<file path="src/rtl/rcn2avalon_if.sv">
// Signal bundle between the rcn ring slave node and its environment: ring in/out plus the Avalon-MM master side.
// The node uses the master modport; the ring/Avalon slave environment uses the slave modport.
interface rcn2avalon_if;
    logic [68:0] rcn_in;
    logic [68:0] rcn_out;
    logic [21:0] av_address;
    logic        av_write;
    logic        av_read;
    logic [3:0]  av_byteenable;
    logic [31:0] av_writedata;
    logic        av_waitrequest;
    logic [31:0] av_readdata;
    logic        av_readdatavalid;

    modport master (
        input  rcn_in, av_waitrequest, av_readdata, av_readdatavalid,
        output rcn_out, av_address, av_write, av_read, av_byteenable, av_writedata
    );

    modport slave (
        output rcn_in, av_waitrequest, av_readdata, av_readdatavalid,
        input  rcn_out, av_address, av_write, av_read, av_byteenable, av_writedata
    );
endinterface

</file>
<file path="src/rtl/rcn2avalon.sv">
// rcn ring slave node: claims requests in its address window, replays each as one Avalon-MM
// transaction and re-inserts the completion into the first empty ring slot.
module rcn2avalon #(
    parameter logic [21:0] ADDR_MASK = 22'h000000,
    parameter logic [21:0] ADDR_BASE = 22'h000000
) (
    input  logic         clk,
    input  logic         rst,
    rcn2avalon_if.master bus
);
    typedef enum logic [1:0] {IDLE, AV_REQ, AV_RD, RESP} state_t;

    state_t      r_state, w_state_nxt;
    logic [68:0] r_rin;
    logic [68:0] r_rcn_out, w_rcn_out_nxt;
    logic        r_wr, w_wr_nxt;
    logic [5:0]  r_id, w_id_nxt;
    logic [3:0]  r_mask, w_mask_nxt;
    logic [21:0] r_addr, w_addr_nxt;
    logic [1:0]  r_seq, w_seq_nxt;
    logic [31:0] r_data, w_data_nxt;
    logic        r_av_read, w_av_read_nxt;
    logic        r_av_write, w_av_write_nxt;
    logic [31:0] r_av_wdata, w_av_wdata_nxt;
    logic        w_match;

    // Only pending requests (not responses) inside the window are claimed.
    assign w_match = r_rin[68] & r_rin[67] & ((r_rin[55:34] & ADDR_MASK) == ADDR_BASE);

    always_comb begin
        w_state_nxt    = r_state;
        w_rcn_out_nxt  = r_rin;
        w_wr_nxt       = r_wr;
        w_id_nxt       = r_id;
        w_mask_nxt     = r_mask;
        w_addr_nxt     = r_addr;
        w_seq_nxt      = r_seq;
        w_data_nxt     = r_data;
        w_av_read_nxt  = r_av_read;
        w_av_write_nxt = r_av_write;
        w_av_wdata_nxt = r_av_wdata;
        case (r_state)
            IDLE: begin
                if (w_match) begin
                    w_wr_nxt       = r_rin[66];
                    w_id_nxt       = r_rin[65:60];
                    w_mask_nxt     = r_rin[59:56];
                    w_addr_nxt     = r_rin[55:34];
                    w_seq_nxt      = r_rin[33:32];
                    w_data_nxt     = r_rin[31:0];
                    w_av_wdata_nxt = r_rin[31:0];
                    w_av_read_nxt  = ~r_rin[66];
                    w_av_write_nxt = r_rin[66];
                    w_rcn_out_nxt  = '0;
                    w_state_nxt    = AV_REQ;
                end
            end
            AV_REQ: begin
                if (!bus.av_waitrequest) begin
                    w_av_read_nxt  = 1'b0;
                    w_av_write_nxt = 1'b0;
                    w_state_nxt    = r_wr ? RESP : AV_RD;
                end
            end
            AV_RD: begin
                if (bus.av_readdatavalid) begin
                    w_data_nxt  = bus.av_readdata;
                    w_state_nxt = RESP;
                end
            end
            RESP: begin
                // Insert only into an empty slot so no circulating word is lost.
                if (!r_rin[68]) begin
                    w_rcn_out_nxt = {1'b1, 1'b0, r_wr, r_id, r_mask, r_addr, r_seq, r_data};
                    w_state_nxt   = IDLE;
                end
            end
            default: w_state_nxt = IDLE;
        endcase
    end

    always_ff @(posedge clk) begin
        if (rst) begin
            r_state    <= IDLE;
            r_rin      <= '0;
            r_rcn_out  <= '0;
            r_wr       <= 1'b0;
            r_id       <= '0;
            r_mask     <= '0;
            r_addr     <= '0;
            r_seq      <= '0;
            r_data     <= '0;
            r_av_read  <= 1'b0;
            r_av_write <= 1'b0;
            r_av_wdata <= '0;
        end else begin
            r_state    <= w_state_nxt;
            r_rin      <= bus.rcn_in;
            r_rcn_out  <= w_rcn_out_nxt;
            r_wr       <= w_wr_nxt;
            r_id       <= w_id_nxt;
            r_mask     <= w_mask_nxt;
            r_addr     <= w_addr_nxt;
            r_seq      <= w_seq_nxt;
            r_data     <= w_data_nxt;
            r_av_read  <= w_av_read_nxt;
            r_av_write <= w_av_write_nxt;
            r_av_wdata <= w_av_wdata_nxt;
        end
    end

    assign bus.rcn_out       = r_rcn_out;
    assign bus.av_address    = r_addr;
    assign bus.av_byteenable = r_mask;
    assign bus.av_writedata  = r_av_wdata;
    assign bus.av_read       = r_av_read;
    assign bus.av_write      = r_av_write;
endmodule

</file>
<file path="src/flat_wrapper.sv">
// flat-port wrapper written by rule: the top's interface ports become plain ports
module rcn2avalon_flat 
#(
    parameter logic [21:0] ADDR_MASK = 22'h000000,
    parameter logic [21:0] ADDR_BASE = 22'h000000
)
  (clk, rst, bus_rcn_in, bus_av_waitrequest, bus_av_readdata, bus_av_readdatavalid, bus_rcn_out, bus_av_address, bus_av_write, bus_av_read, bus_av_byteenable, bus_av_writedata);
  rcn2avalon_if bus_i ();
  input  logic clk;
  input  logic rst;
  input wire logic [$bits(bus_i.rcn_in)-1:0] bus_rcn_in;
  input wire logic [$bits(bus_i.av_waitrequest)-1:0] bus_av_waitrequest;
  input wire logic [$bits(bus_i.av_readdata)-1:0] bus_av_readdata;
  input wire logic [$bits(bus_i.av_readdatavalid)-1:0] bus_av_readdatavalid;
  output wire logic [$bits(bus_i.rcn_out)-1:0] bus_rcn_out;
  output wire logic [$bits(bus_i.av_address)-1:0] bus_av_address;
  output wire logic [$bits(bus_i.av_write)-1:0] bus_av_write;
  output wire logic [$bits(bus_i.av_read)-1:0] bus_av_read;
  output wire logic [$bits(bus_i.av_byteenable)-1:0] bus_av_byteenable;
  output wire logic [$bits(bus_i.av_writedata)-1:0] bus_av_writedata;
  assign bus_i.rcn_in = bus_rcn_in;
  assign bus_i.av_waitrequest = bus_av_waitrequest;
  assign bus_i.av_readdata = bus_av_readdata;
  assign bus_i.av_readdatavalid = bus_av_readdatavalid;
  assign bus_rcn_out = bus_i.rcn_out;
  assign bus_av_address = bus_i.av_address;
  assign bus_av_write = bus_i.av_write;
  assign bus_av_read = bus_i.av_read;
  assign bus_av_byteenable = bus_i.av_byteenable;
  assign bus_av_writedata = bus_i.av_writedata;
  rcn2avalon #(.ADDR_MASK(ADDR_MASK), .ADDR_BASE(ADDR_BASE)) u_core (.clk(clk), .rst(rst), .bus(bus_i));
endmodule
</file>
<file path="config.mk">
export PLATFORM = sky130hd
export DESIGN_NAME = rcn2avalon_flat
export DESIGN_NICKNAME = d
export VERILOG_FILES = /design/src/rtl/rcn2avalon_if.sv /design/src/rtl/rcn2avalon.sv /design/src/flat_wrapper.sv
export SDC_FILE = /design/constraint.sdc
export NUM_CORES = 1
export LEC_CHECK = 0
export ABC_AREA = 1
export CORE_ASPECT_RATIO = 1.75
export CORE_UTILIZATION = 45
export DETAILED_ROUTE_END_ITERATION = 8
export HOLD_SLACK_MARGIN = 0.08
export PLACE_DENSITY = 0.75
export SLEW_MARGIN = 10
export SYNTH_ARGS = -nofsm -noshare
export SYNTH_HDL_FRONTEND = slang
export SYNTH_SLANG_ARGS = --single-unit
export TNS_END_PERCENT = 1
</file>
<file path="constraint.sdc">
create_clock -name clk -period 3.5 [get_ports clk]
set_clock_uncertainty 0.05 [all_clocks]
set_input_delay 0.7 -clock clk [delete_from_list [all_inputs] [get_ports clk]]
set_output_delay 0.7 -clock clk [all_outputs]
set_load 0.05 [all_outputs]
</file>
==> results.yml, run 1 <==
clock_tree:
  cts.sinks: 241
  clock_latency_ns: 0.49
  cts_tree: "built"
  hold_buffers: 0
  cts_resized: 0
  cts_inserted_buffers: 22
  cts_setup_buffers: 0
  cts.root.buffer_cell: "clkbuf_16"
  clockBufferDepth: 3
  clkTransAtPathRegs_ns: 0.06
  cts_max_level: 1
floorplanning:
  io_pins: 234
  core-area_um2: 19300
  rows: 67
  die_area_um2: 20400
  fp.dieH_um: 188
  die_x_um: 108
  start_util_pct: 46.3
grt:
  grt_pass1_wl_mm: 35.7
  grt_usage_pct: 22.0
  gr-total-overflow: 0
  grt_max_degree: 86
  grt_pass1_vias: 7328
  grt_antenna_before_repair: 4
place:
  portBuffers: 233
  placed_cell_area_um2: 11200
  dp.cells: 1580
  gp_congestion: 0.785
  dp_hpwl_mm: 14.5
synthesis:
  synth_edf_count: 0
  ys_types: 19
  synth.area.top_cells: "dfxtp_1, inv_1, a21oi_1, nand2_1, nor2_1"
  syn-num-nets: 1280
  ys_seq_area_share_pct: 54.0
  postSynthAreaPerCell_um2: 7.63
  syn-cell-area_um2: 8930
  syn_inst: 1170
  ys_top_cells_by_count: "dfxtp_1, inv_1, nand2_1"
  synthFlopType: "dfxtp_1"
  yosysTopAreaCellShare_pct: 54.0
  synth_area_leader_cell: "dfxtp_1"
  async_reset_ff_share_pct: 0
  ys_ff_latch: 241
  yosysMostFrequentCell: "dfxtp_1"
  yosysWarnings: 0
power_and_ir_drop:
  power_leakage_uw: 0.00497
  power.total_uw: 8040
  peakVddDrop_mv: 0.435
  power_density_nw_per_um2: 671
sta:
  rsz0062_at_grt: "false"
  hold_viol: 0
  fin_tns_setup_ns: 0
  fin_crit_ns: 2.45
  clock.fmax_ghz: 0.408
  relSlewSlack_pct: 39.3
  tightest_slew_ns: 0.910
  post-route-period-util_pct: 70.0
  final-setup-viol-count: 0
  drv_slew: 0
critical_path:
  start_kind: "flop"
  crit_chain: "clkdlybuf4s50_1"
  cp_data_arrival_time_ns: 1.70
  critPathMaxStageDelay_ns: 0.82
  critPathMaxFanout: 3
  crit_buf_inv: 1
  critical_path_class: "reg -> out"
  cp_slowest_cell: "clkdlybuf4s50_1"
  crit_family: "buffers and inverters"
  crit_path_end_kind: "output port"
  critPathRequiredTime_ns: 2.75
outcome:
  status: "completed"
cells_and_area:
  n_fill_cell: 1715
  final_nets: 1473
  stdcell_count: 1620
  finish.instance_area_um2: 12000
  drive_above_1_share_pct: 3.78
  area_delta_synth_final_pct: 34.2
  multi_input_area_um2: 2900
  regArea_um2: 4820
route:
  drt-vias-per-instance: 4.84
  wl_per_cell_um: 14.0
  num_vias: 7843
  route.detailed.drc: 0
  drt-pass1-iter-count: 5
  drtAntennaViolNets: 0
  wirelength_mm: 22.7
  drt_iter0_markers: 371
worst_hold_path:
  hold_class: "reg -> reg"
run:
  drv_cap: 0
[stage by stage]
stage / utilization (%) / setup WS (ns) / hold WS, ns
3_3_place_gp: 58.3 / 1.10 / 0.381
6_report: 62.1 / 1.05 / 0.393
4_1_cts: 62.1 / 1.03 / 0.396
5_1_grt: 62.1 / 0.998 / 0.410
2_1_floorplan: - / 1.85 / 0.374
3_5_place_dp: 58.3 / 1.05 / 0.386
[cell usage in the layout (no fill, tap or decap), drive strengths merged]
master / n
ha: 5
inv: 211
o21ai: 101
clkbuf: 34
buf: 11
bufinv: 1
clkinv: 1
clkdlybuf4s50: 232
diode: 4
nand2: 183
nor2: 143
or2: 1
dfxtp: 241
a21oi: 138
nand3: 72
nand4: 1
[sequential cells by signal, indices dropped and copies added (netlist names)]
| signal | flops |
|---|---|
| u_core.bus.rcn_out | 69 |
| u_core.r_rin | 69 |
| u_core.bus.av_writedata | 32 |
| u_core.r_data | 32 |
| u_core.bus.av_address | 22 |
| u_core.r_id | 6 |
| u_core.bus.av_byteenable | 4 |
| u_core.r_seq | 2 |
| u_core.r_state | 2 |
| u_core.bus.av_read | 1 |
| u_core.bus.av_write | 1 |
| u_core.r_wr | 1 |
[where the power goes]
group	switching (µW)	total, µW	internal, µW
combinational	1620	2390	767
sequential	165	3250	3080
clock	988	2400	1410
[path summary, 6_finish.rpt]
path	from	cells past startpoint	endpoint	slack, ns
worst max-delay path	u_core.bus.av_address[14]$_SDFFE_PP0P_	1	bus_av_address[14]	1.05
worst min-delay path	u_core.bus.av_writedata[25]$_SDFFE_PP0P_	2	u_core.bus.av_writedata[25]$_SDFFE_PP0P_	0.39
worst max register to register	u_core.r_state[0]$_SDFFE_PP0P_	6	u_core.bus.rcn_out[36]$_SDFF_PP0_	1.24
worst min register to register	u_core.bus.av_writedata[25]$_SDFFE_PP0P_	2	u_core.bus.av_writedata[25]$_SDFFE_PP0P_	0.39
[logic make-up (layout without fill, tap and decap cells)]
family,count (synthesis),count (layout),share of synthesized area (%)
AND/OR/NAND/NOR,400,400,18.2
other,0,4,0
adder cells (fa/ha/maj),5,5,0.701
flip-flops,241,241,54.0
AO/OA/AOI/OAI,239,239,13.4
buffers and inverters,285,490,13.6
[layout make-up]
cell class	instances	area share, %
inverters	211	6.61
flip-flops and latches	241	40.3
diodes	4	0.0836
clock buffers	34	5.73
clock inverters	2	0.292
repair buffers	243	20.3
multi-input cells	644	24.2
well taps	241	2.52
[tightest hold or removal path, delay by kind of cell (launching register included)]
kind	cells	cell delay [ns]
AO/OA/AOI/OAI	1	0.05
flip-flops	1	0.31
buffers and inverters	1	0.05
[per-layer routing]
layer | part of all wire [%] | track usage [%] | vias to the layer above
li1 | - | - | 3953
met1 | 39 | 24.9 | 3628
met2 | 53 | 40.4 | 217
met3 | 4.4 | 2.53 | 45
met4 | 3.5 | 9.67 | 0
met5 | 0 | 0 | -
No activity file was read; power rests on OpenSTA's default activity.
==> inputs of run 2 (changes only) <==
==> constraint.sdc (replaced) <==
create_clock -name clk -period 2.4 [get_ports clk]
set_clock_uncertainty 0.05 [all_clocks]
set_input_delay 0.48 -clock clk [delete_from_list [all_inputs] [get_ports clk]]
set_output_delay 0.48 -clock clk [all_outputs]
set_load 0.05 [all_outputs]
==> run 2 against run 1 <==
Net effect:
- first-iteration DRC count up 20%
- worst setup slack lost 0.89 ns
- worst hold slack got worse by 0.00092 ns
- die area stayed put
- highest routed layer unchanged
==> results.yml, run 2 (synthesis results as in run 1) <==
power_and_ir_drop:
  clockPowerShare_pct: 29.2
  peakVddDrop_mv: 0.586
  netSwitchingPower_uw: 4090
  p_int_uw: 7690
  swShare_pct: 34.7
  power_density_nw_per_um2: 975
  power_leakage_uw: 0.00503
  pwr-share-comb_pct: 30.6
  power.total_uw: 11800
  pwr-share-seq_pct: 40.2
floorplanning:
  start_util_pct: 46.3
  core-area_um2: 19300
  fp.dieH_um: 188
  die_area_um2: 20400
  rows: 67
  io_pins: 234
  die_x_um: 108
grt:
  busiest_layer: "met2"
  grt_pass1_wl_mm: 37.2
  grt_pass1_vias: 7671
  grt_max_degree: 139
  grtUsageMet1_pct: 25.2
  grt_antenna_before_repair: 4
  grt_usage_pct: 22.9
  gr-usage-met3_pct: 3.32
  gr-total-overflow: 0
  gr-usage-met2_pct: 41.0
critical_path:
  crit_path_end_kind: "output port"
  cp_slowest_cell: "clkdlybuf4s50_1"
  crit_family: "buffers and inverters"
  ff2ff_setup_slack_ns: 0.45
  critPathMaxFanout: 2
  critPathMaxStageDelay_ns: 0.88
  r2r_cells: 7
  reg2reg_to: "u_core.bus.rcn_out[8]$_SDFF_PP0_"
  crit_buf_inv: 1
  crit_chain: "clkdlybuf4s50_1"
  cp_data_arrival_time_ns: 1.71
  start_kind: "flop"
  critical_path_class: "reg -> out"
  critPathRequiredTime_ns: 1.87
  r2r-start: "u_core.r_state[0]$_SDFFE_PP0P_"
clock_tree:
  cts.root.buffer_cell: "clkbuf_16"
  clock_latency_ns: 0.49
  clockBufferDepth: 3
  clkTransAtPathRegs_ns: 0.07
  cts_inserted_buffers: 22
  hold_buffers: 0
  cts_setup_buffers: 0
  cts_max_level: 1
  cts_resized: 0
  cts_tree: "built"
  cts.sinks: 241
worst_hold_path:
  hold_class: "reg -> reg"
  whs_path_depth: 2
  min_to: "u_core.bus.av_writedata[25]$_SDFFE_PP0P_"
  worstHoldStart: "u_core.bus.av_writedata[25]$_SDFFE_PP0P_"
sta:
  drv_slew: 0
  relSlewSlack_pct: 50.7
  post-route-period-util_pct: 93.2
  fin_crit_ns: 2.24
  rsz0062_at_grt: "false"
  tightest_slew_ns: 0.740
  hold_viol: 0
  clock.fmax_ghz: 0.447
  final-setup-viol-count: 0
  fin_tns_setup_ns: 0
route:
  route.detailed.drc: 0
  wl_per_cell_um: 14.3
  wirelength_mm: 23.3
  drt-vias-per-instance: 4.82
  drtAntennaViolNets: 0
  drt-pass1-iter-count: 5
  drt_iter0_markers: 444
  num_vias: 7862
place:
  portBuffers: 233
  gp_congestion: 0.795
  dp_hpwl_mm: 15.2
cells_and_area:
  area_delta_synth_final_pct: 35.4
  layout_commonest_cell: "dfxtp_1"
  drive_above_1_share_pct: 4.33
  layout_common_cells: "dfxtp_1, clkdlybuf4s50_1, inv_1, nand2_1, nor2_1"
  final_nets: 1482
run:
  drv_cap: 0
outcome:
  status: "completed"
-- run 2: cell count changes in the layout (fill, tap and decap cells not counted) --
| cell | previous run | this run |
|---|---|---|
| clkinv_4 | 0 | 1 |
| clkbuf_1 | 4 | 8 |
| clkinvlp_4 | 0 | 1 |
| buf_4 | 9 | 14 |
| buf_12 | 2 | 6 |
| clkbuf_8 | 7 | 4 |
-- run 2: worst max-delay path by stage --
stage                                                         from                                end  slack [ns]  depth (start not counted)
after floorplan                     u_core.r_state[0]$_SDFFE_PP0P_  u_core.bus.rcn_out[37]$_SDFF_PP0_        0.75                          7
after global placement                        bus_av_readdatavalid     u_core.r_data[27]$_SDFFE_PP0P_        0.48                          7
after detailed placement                      bus_av_readdatavalid     u_core.r_data[22]$_SDFFE_PP0P_        0.46                          8
after CTS                  u_core.bus.av_writedata[2]$_SDFFE_PP0P_                bus_av_writedata[2]        0.14                          1
after global routing      u_core.bus.av_writedata[25]$_SDFFE_PP0P_               bus_av_writedata[25]        0.12                          1
final                      u_core.bus.av_writedata[2]$_SDFFE_PP0P_                bus_av_writedata[2]        0.16                          1
-- run 2: cell type report --
class / count / area, µm²
fillers: 1686 / 7190
clock inverters: 4 / 51.3
inverters: 211 / 792
repair buffers: 252 / 2550
multi-input cells: 644 / 2900
flip-flops and latches: 241 / 4820
well taps: 241 / 302
diodes: 4 / 10.0
clock buffers: 35 / 661
-- run 2: power by group through the flow --
stage / Sequential [µW] / Combinational [µW] / Clock, µW
6_report: 4730 / 3610 / 3450
5_1_grt: 4780 / 3970 / 3680
4_1_cts: 4730 / 3620 / 3530
3_5_place_dp: 4820 / 3600 / 0
3_3_place_gp: 4800 / 3560 / 0
2_1_floorplan: 5680 / 1670 / 0
-- run 2: metal layers --
layer	part of all wire, %	wire length [µm]	vias up
li1	-	-	3980
met1	39	8980	3596
met2	52	12000	221
met3	4.8	1130	65
met4	5.1	1180	0
met5	0	0	-
-- run 2: worst min-delay path: cells and delay by family (launching register included) --
kind / cells / cell delay (ns)
compound gates: 1 / 0.05
buf+inv: 1 / 0.04
flops: 1 / 0.31
-- run 2: stage by stage --
stage          util [%]  hold WS (ns)  setup WS (ns)  instances  instance area, µm²
2_1_floorplan         -         0.374          0.747       1170                8930
3_3_place_gp       58.9         0.381          0.481       1589               11400
3_5_place_dp       58.9         0.385          0.458       1589               11400
4_1_cts            62.6         0.396          0.142       1628               12100
5_1_grt            62.7         0.418          0.118       1632               12100
6_report           62.7         0.392          0.162       1632               12100
